<file path="config.mk">
export PLATFORM = sky130hd
export DESIGN_NAME = nr_divider_flat
export DESIGN_NICKNAME = d
export VERILOG_FILES = /design/src/rtl/nr_divider_if.sv /design/src/rtl/nr_divider.sv /design/src/flat_wrapper.sv
export SDC_FILE = /design/constraint.sdc
export NUM_CORES = 1
export LEC_CHECK = 0
export ABC_AREA = 0
export BUFFER_PORTS_ARGS = -buffer_cell sky130_fd_sc_hd__buf_2
export CAP_MARGIN = 25
export CORE_MARGIN = 1
export CORE_UTILIZATION = 39
export CTS_CLUSTER_SIZE = 10
export DETAILED_ROUTE_END_ITERATION = 12
export GPL_TIMING_DRIVEN = 1
export HOLD_SLACK_MARGIN = 0.15
export PLACE_DENSITY = 0.56
export REMOVE_ABC_BUFFERS = 1
export SLEW_MARGIN = 30
export SYNTH_ARGS = -nofsm -noshare
export SYNTH_HDL_FRONTEND = slang
export SYNTH_SLANG_ARGS = --single-unit
</file>
<file path="constraint.sdc">
create_clock -name CLK -period 5.5 [get_ports CLK]
set_input_delay 0.825 -clock CLK [delete_from_list [all_inputs] [get_ports CLK]]
set_output_delay 0.825 -clock CLK [all_outputs]
set_load 0.005 [all_outputs]
</file>
<file path="src/rtl/nr_divider_if.sv">
// Operand/result handshake bundle for the non-restoring divider.
`timescale 1ns/1ps

interface nr_divider_if #(
  parameter int unsigned WIDTH = 32
);
  logic             in_valid;
  logic             in_ready;
  logic [WIDTH-1:0] x;
  logic [WIDTH-1:0] y;
  logic             signed_mode;
  logic             out_valid;
  logic             out_ready;
  logic [WIDTH-1:0] q;
  logic [WIDTH-1:0] r;
  logic             div_by_zero;

  modport master (
    output in_valid, x, y, signed_mode, out_ready,
    input  in_ready, out_valid, q, r, div_by_zero
  );

  modport slave (
    input  in_valid, x, y, signed_mode, out_ready,
    output in_ready, out_valid, q, r, div_by_zero
  );
endinterface

</file>
<file path="src/rtl/nr_divider.sv">
// Iterative radix-2 non-restoring divider, one quotient bit per cycle.
// Define DIV_SIGNED_EN to honour signed_mode; otherwise all operands are unsigned.
`timescale 1ns/1ps

module nr_divider #(
  parameter int unsigned WIDTH = 32
) (
  input  logic        CLK,
  input  logic        RST,
  nr_divider_if.slave bus
);
  localparam int unsigned CNT_W = $clog2(WIDTH) + 1;

  typedef enum logic [1:0] {IDLE, CALC, FIX, DONE} state_t;

  state_t           state;
  logic [WIDTH:0]   p;
  logic [WIDTH-1:0] a;
  logic [WIDTH-1:0] d;
  logic             sx;
  logic             sy;
  logic [CNT_W-1:0] cnt;

  logic             in_sx;
  logic             in_sy;
  logic [WIDTH-1:0] mag_x;
  logic [WIDTH-1:0] mag_y;
  logic [WIDTH:0]   p_sh;
  logic [WIDTH:0]   p_nx;
  logic [WIDTH:0]   p_fix;

`ifdef DIV_SIGNED_EN
  assign in_sx = bus.signed_mode & bus.x[WIDTH-1];
  assign in_sy = bus.signed_mode & bus.y[WIDTH-1];
  assign mag_x = in_sx ? (~bus.x + WIDTH'(1)) : bus.x;
  assign mag_y = in_sy ? (~bus.y + WIDTH'(1)) : bus.y;
`else
  logic unused_signed_mode;
  assign unused_signed_mode = bus.signed_mode;
  assign in_sx = 1'b0;
  assign in_sy = 1'b0;
  assign mag_x = bus.x;
  assign mag_y = bus.y;
`endif

  // One non-restoring step: shift in next dividend bit, then add or subtract D by sign of P.
  always_comb begin
    p_sh  = {p[WIDTH-1:0], a[WIDTH-1]};
    p_nx  = p[WIDTH] ? (p_sh + {1'b0, d}) : (p_sh - {1'b0, d});
    p_fix = p[WIDTH] ? (p + {1'b0, d}) : p;
  end

  always_ff @(posedge CLK or negedge RST) begin
    if (!RST) begin
      state           <= IDLE;
      p               <= '0;
      a               <= '0;
      d               <= '0;
      sx              <= 1'b0;
      sy              <= 1'b0;
      cnt             <= '0;
      bus.q           <= '0;
      bus.r           <= '0;
      bus.div_by_zero <= 1'b0;
      bus.out_valid   <= 1'b0;
      bus.in_ready    <= 1'b1;
    end else begin
      unique case (state)
        IDLE: begin
          if (bus.in_valid && bus.in_ready) begin
            bus.in_ready <= 1'b0;
            if (bus.y == '0) begin
              bus.q           <= '1;
              bus.r           <= bus.x;
              bus.div_by_zero <= 1'b1;
              bus.out_valid   <= 1'b1;
              state           <= DONE;
            end else begin
              p     <= '0;
              a     <= mag_x;
              d     <= mag_y;
              sx    <= in_sx;
              sy    <= in_sy;
              cnt   <= CNT_W'(WIDTH);
              state <= CALC;
            end
          end
        end
        // Final counter==0 cycle restores a negative partial remainder.
        CALC: begin
          if (cnt != '0) begin
            p   <= p_nx;
            a   <= {a[WIDTH-2:0], ~p_nx[WIDTH]};
            cnt <= cnt - CNT_W'(1);
          end else begin
            p     <= p_fix;
            state <= FIX;
          end
        end
        // Truncating division: remainder follows the dividend sign.
        FIX: begin
          bus.q           <= (sx ^ sy) ? (~a + WIDTH'(1)) : a;
          bus.r           <= sx ? (~p[WIDTH-1:0] + WIDTH'(1)) : p[WIDTH-1:0];
          bus.div_by_zero <= 1'b0;
          bus.out_valid   <= 1'b1;
          state           <= DONE;
        end
        DONE: begin
          if (bus.out_ready) begin
            bus.out_valid <= 1'b0;
            bus.in_ready  <= 1'b1;
            state         <= IDLE;
          end
        end
        default: state <= IDLE;
      endcase
    end
  end
endmodule

</file>
<file path="src/flat_wrapper.sv">
// flat-port wrapper written by rule: the top's interface ports become plain ports
module nr_divider_flat 
#(
  parameter int unsigned WIDTH = 32
)
  (CLK, RST, bus_in_valid, bus_x, bus_y, bus_signed_mode, bus_out_ready, bus_in_ready, bus_out_valid, bus_q, bus_r, bus_div_by_zero);
  nr_divider_if #(.WIDTH(WIDTH)) bus_i ();
  input  logic CLK;
  input  logic RST;
  input wire logic [$bits(bus_i.in_valid)-1:0] bus_in_valid;
  input wire logic [$bits(bus_i.x)-1:0] bus_x;
  input wire logic [$bits(bus_i.y)-1:0] bus_y;
  input wire logic [$bits(bus_i.signed_mode)-1:0] bus_signed_mode;
  input wire logic [$bits(bus_i.out_ready)-1:0] bus_out_ready;
  output wire logic [$bits(bus_i.in_ready)-1:0] bus_in_ready;
  output wire logic [$bits(bus_i.out_valid)-1:0] bus_out_valid;
  output wire logic [$bits(bus_i.q)-1:0] bus_q;
  output wire logic [$bits(bus_i.r)-1:0] bus_r;
  output wire logic [$bits(bus_i.div_by_zero)-1:0] bus_div_by_zero;
  assign bus_i.in_valid = bus_in_valid;
  assign bus_i.x = bus_x;
  assign bus_i.y = bus_y;
  assign bus_i.signed_mode = bus_signed_mode;
  assign bus_i.out_ready = bus_out_ready;
  assign bus_in_ready = bus_i.in_ready;
  assign bus_out_valid = bus_i.out_valid;
  assign bus_q = bus_i.q;
  assign bus_r = bus_i.r;
  assign bus_div_by_zero = bus_i.div_by_zero;
  nr_divider #(.WIDTH(WIDTH)) u_core (.CLK(CLK), .RST(RST), .bus(bus_i));
endmodule
</file>
==> impl_metrics.py <==
metrics = {
    "yosys": {
        "synth_top_family_by_area": "compound AO/OA/AOI/OAI gates",
        "synth_edf_count": 0,
        "synth_adder_area_share_pct": 8.187,
        "synth_cell_type_count": 88,
        "yosys_warnings": 0,
        "synthCells": 1276,
        "syn_area_per_cell_um2": 9.127,
        "synth_xor_area_share_pct": 6.306,
        "muxShareOfSynthArea_pct": 9.035,
        "ys_seq_elements": 172,
        "synthFlopType": "dfrtp_1",
        "syn-cell-area_um2": 11650,
        "synth_simple_gate_area_share_pct": 14.42,
        "synth-compound-area-share_pct": 21.14,
        "yosysSeqAreaShare_pct": 36.97,
        "synthArstFlopShare_pct": 100.0,
    },
    "pwr": {
        "pwr-share-seq_pct": 25.9,
        "leakagePower_nw": 5.869,
        "internal-power_mw": 4.889,
        "pwr-share-clk_pct": 13.1,
        "p_sw_share_pct": 47.74,
        "ir_worst_vdd_mv": 0.2927,
        "switching_power_mw": 4.467,
        "combPwrFrac_pct": 61.0,
        "p_per_area_nw_per_um2": 705.8,
    },
    "clock_tree": {
        "clk_path_buf_depth": 2,
        "postCtsHoldBufs": 0,
        "root_buffer": "clkbuf_16",
        "cts_setup_buffers": 0,
        "cts_resized": 0,
        "h-tree-depth": 4,
        "clkTransAtPathRegs_ns": 0.07,
        "cts_buffers": 17,
        "cts.sinks": 172,
        "insertion_delay_ns": 0.43,
        "cts_tree": "done",
    },
    "timing": {
        "rsz0062_at_grt": "false",
        "finalSetupViolCount": 0,
        "max_freq_ghz": 0.2206,
        "timing.final.crit_share_pct": 82.43,
        "holdWs_ns": 0.4290,
        "max_slew_margin_pct": 35.48,
        "clock_skew_ns": 0.008490,
        "maxSlewViolCount": 0,
        "min_period_ns": 4.534,
        "tightestPinTransition_ns": 0.9678,
        "post-route-worst-setup-slack_ns": 0.9662,
        "hold_viol_final": 0,
    },
    "die": {
        "core_um2": 29010,
        "rows": 62,
        "dieArea_um2": 30560,
        "die_w_um": 174.8,
        "start_util_pct": 40.14,
        "io-pin-count": 136,
        "fp.dieH_um": 174.8,
    },
    "cells_and_area": {
        "multiInputGateArea_um2": 6910,
        "design_area_um2": 13260,
        "drive_above_1_share_pct": 18.35,
        "fillers": 2917,
        "syn2layout_area_growth_pct": 13.83,
        "antenna_cells": 0,
        "final_nets": 1521,
        "seqCellArea_um2": 4305,
        "stdcell_count": 1774,
    },
    "place": {
        "dp_cells": 1742,
        "globalplace.congestion": 0.8875,
        "dpl.hpwl_mm": 23.90,
        "place_ws_ns": 0.9679,
        "io_buffer_count": 134,
        "place_area_um2": 12670,
    },
    "route": {
        "postRouteAntennaNets": 0,
        "dr.pass1.iters": 5,
        "drc": 0,
        "drt-initial-drc-count": 694,
        "avgRoutedWirePerCell_um": 17.78,
        "routed_wl_mm": 31.54,
        "via_per_inst": 5.377,
        "route.vias.total": 9539,
    },
    "global_route": {
        "grt_usage_pct": 20.96,
        "grt_max_degree": 131,
        "antenna_found_initial": 0,
        "grt_pass1_vias": 9160,
        "overflow": 0,
        "grt_pass1_wl_mm": 50.45,
    },
    "setup_path": {
        "cpMostUsedCell": "o21ai_0",
        "max_stage_delay_ns": 0.59,
        "worst_setup_path_end_kind": "register",
        "startpoint_type": "register",
        "cp_max_fo": 8,
        "critPathRequiredTime_ns": 5.78,
        "crit_type": "reg2reg",
        "cp_slowest_cell": "or4_1",
        "crit_chain": "or4_1, nor2b_1, nand2_1, nor2_1, a21o_1, o21ai_0, xor2_1, ha_1, a21oi_1, o21ai_0, a2111oi_0, nand2_1, o21ai_0, xnor2_1, a22oi_1, o21ai_0",
        "arrival_ns": 4.82,
    },
    "run": {
        "drv_cap": 0,
    },
    "hold_path": {
        "hold_path.class": "in2async",
    },
    "run_status": {
        "status": "finished, final reports clean",
    },
}
registers in the layout, summed over array words and instances, names as in the netlist:
register,count
u_core.a,32
u_core.bus.div_by_zero,1
u_core.bus.in_ready,1
u_core.bus.out_valid,1
u_core.bus.q,32
u_core.bus.r,32
u_core.cnt,6
u_core.d,32
u_core.p,33
u_core.state,2
metal layers:
layer / share of wire, % / track usage, %
met5: 0 / 0
met4: 0.99 / 4.493
met3: 4.5 / 3.003
met2: 41 / 29.76
met1: 54 / 33.11
layout make-up:
type	count	area share, %
clock buffer	19	3.417
tap	384	3.624
clock inverter	13	1.000
timing repair buffer	144	5.767
inverter	56	1.586
sequential	172	32.48
multi-input combinational	986	52.13
kinds of logic (layout without fill, tap and decap cells):
family | Yosys count | in the layout
xor gates and xnor gates | 83 | 83
adders and majority gates | 75 | 75
buffers and inverters | 118 | 232
and+or+nand+nor | 354 | 354
muxes | 101 | 101
AOI/OAI and AO/OA | 373 | 373
DFF | 172 | 172
worst paths after layout:
check,cells after the start,start,endpoint,slack [ns]
worst max-delay path,16,u_core.d[2]$_DFFE_PN0P_,u_core.p[26]$_DFFE_PN0P_,0.97
worst min-delay path,1,RST,u_core.bus.out_valid$_DFFE_PN0P_,0.43
max in group asynchronous,2,RST,u_core.bus.r[25]$_DFFE_PN0P_,3.87
min in group CLK,2,u_core.a[27]$_DFFE_PN0P_,u_core.a[27]$_DFFE_PN0P_,0.50
worst min register to register,2,u_core.a[27]$_DFFE_PN0P_,u_core.a[27]$_DFFE_PN0P_,0.50
worst max register to register,16,u_core.d[2]$_DFFE_PN0P_,u_core.p[26]$_DFFE_PN0P_,0.97
cell usage in the layout, fill, tap and decap left out, types with 45 or more instances in the layout:
| cell | n |
|---|---|
| o21ai_0 | 80 |
| buf_2 | 133 |
| inv_1 | 56 |
| a31oi_1 | 45 |
| xor2_1 | 51 |
| nor2_1 | 124 |
| ha_1 | 71 |
| a21oi_1 | 106 |
| nand2_1 | 99 |
| mux2i_1 | 68 |
| dfrtp_1 | 171 |
critical path: cells and delay by family (launching register included):
kind            cells  cell delay (ns)
xor+xnor            2             0.28
compound gates      8             1.94
flops               1             0.46
simple gates        5             1.28
fa+ha+maj           1             0.42
cell usage after synthesis, drive strengths merged, types with 9 or more instances:
master | number | area, µm²
a211oi | 9 | 72.57
a21o | 30 | 232.7
a21oi | 109 | 556.8
a22o | 9 | 78.83
a22oi | 11 | 82.58
a31oi | 48 | 336.6
and2 | 10 | 65.06
and3 | 9 | 56.30
buf | 17 | 80.07
clkbuf | 45 | 168.9
dfrtp | 171 | 4279
ha | 73 | 913.4
inv | 56 | 210.2
mux2 | 33 | 371.6
mux2i | 68 | 680.7
nand2 | 100 | 382.9
nand2b | 11 | 68.82
nand3 | 16 | 85.08
nand4 | 12 | 75.07
nor2 | 128 | 488.0
nor2b | 10 | 65.06
nor3 | 19 | 95.09
nor4 | 16 | 100.1
o21a | 9 | 67.56
o21ai | 88 | 451.7
o22ai | 9 | 70.07
o31ai | 9 | 91.33
xnor2 | 32 | 287.8
xor2 | 51 | 446.7
through the flow:
step | power, mW | utilization, % | setup TNS (ns)
finish | 9.356 | 45.69 | 0
global route | 10.19 | 45.69 | 0
CTS | 9.370 | 45.69 | 0
detailed placement | 8.104 | 43.67 | 0
global placement | 8.058 | 43.66 | 0
floorplan | 6.536 | - | -103.11
power groups by stage:
| stage | clock network, mW | registers, mW | logic, mW |
|---|---|---|---|
| floorplan | 0 | 2.28 | 4.26 |
| detailed placement | 0 | 2.44 | 5.66 |
| finish | 1.23 | 2.42 | 5.71 |
| global route | 1.31 | 2.51 | 6.37 |
| global placement | 0 | 2.43 | 5.63 |
| CTS | 1.25 | 2.42 | 5.70 |
Power figures use the tool's default switching activity.
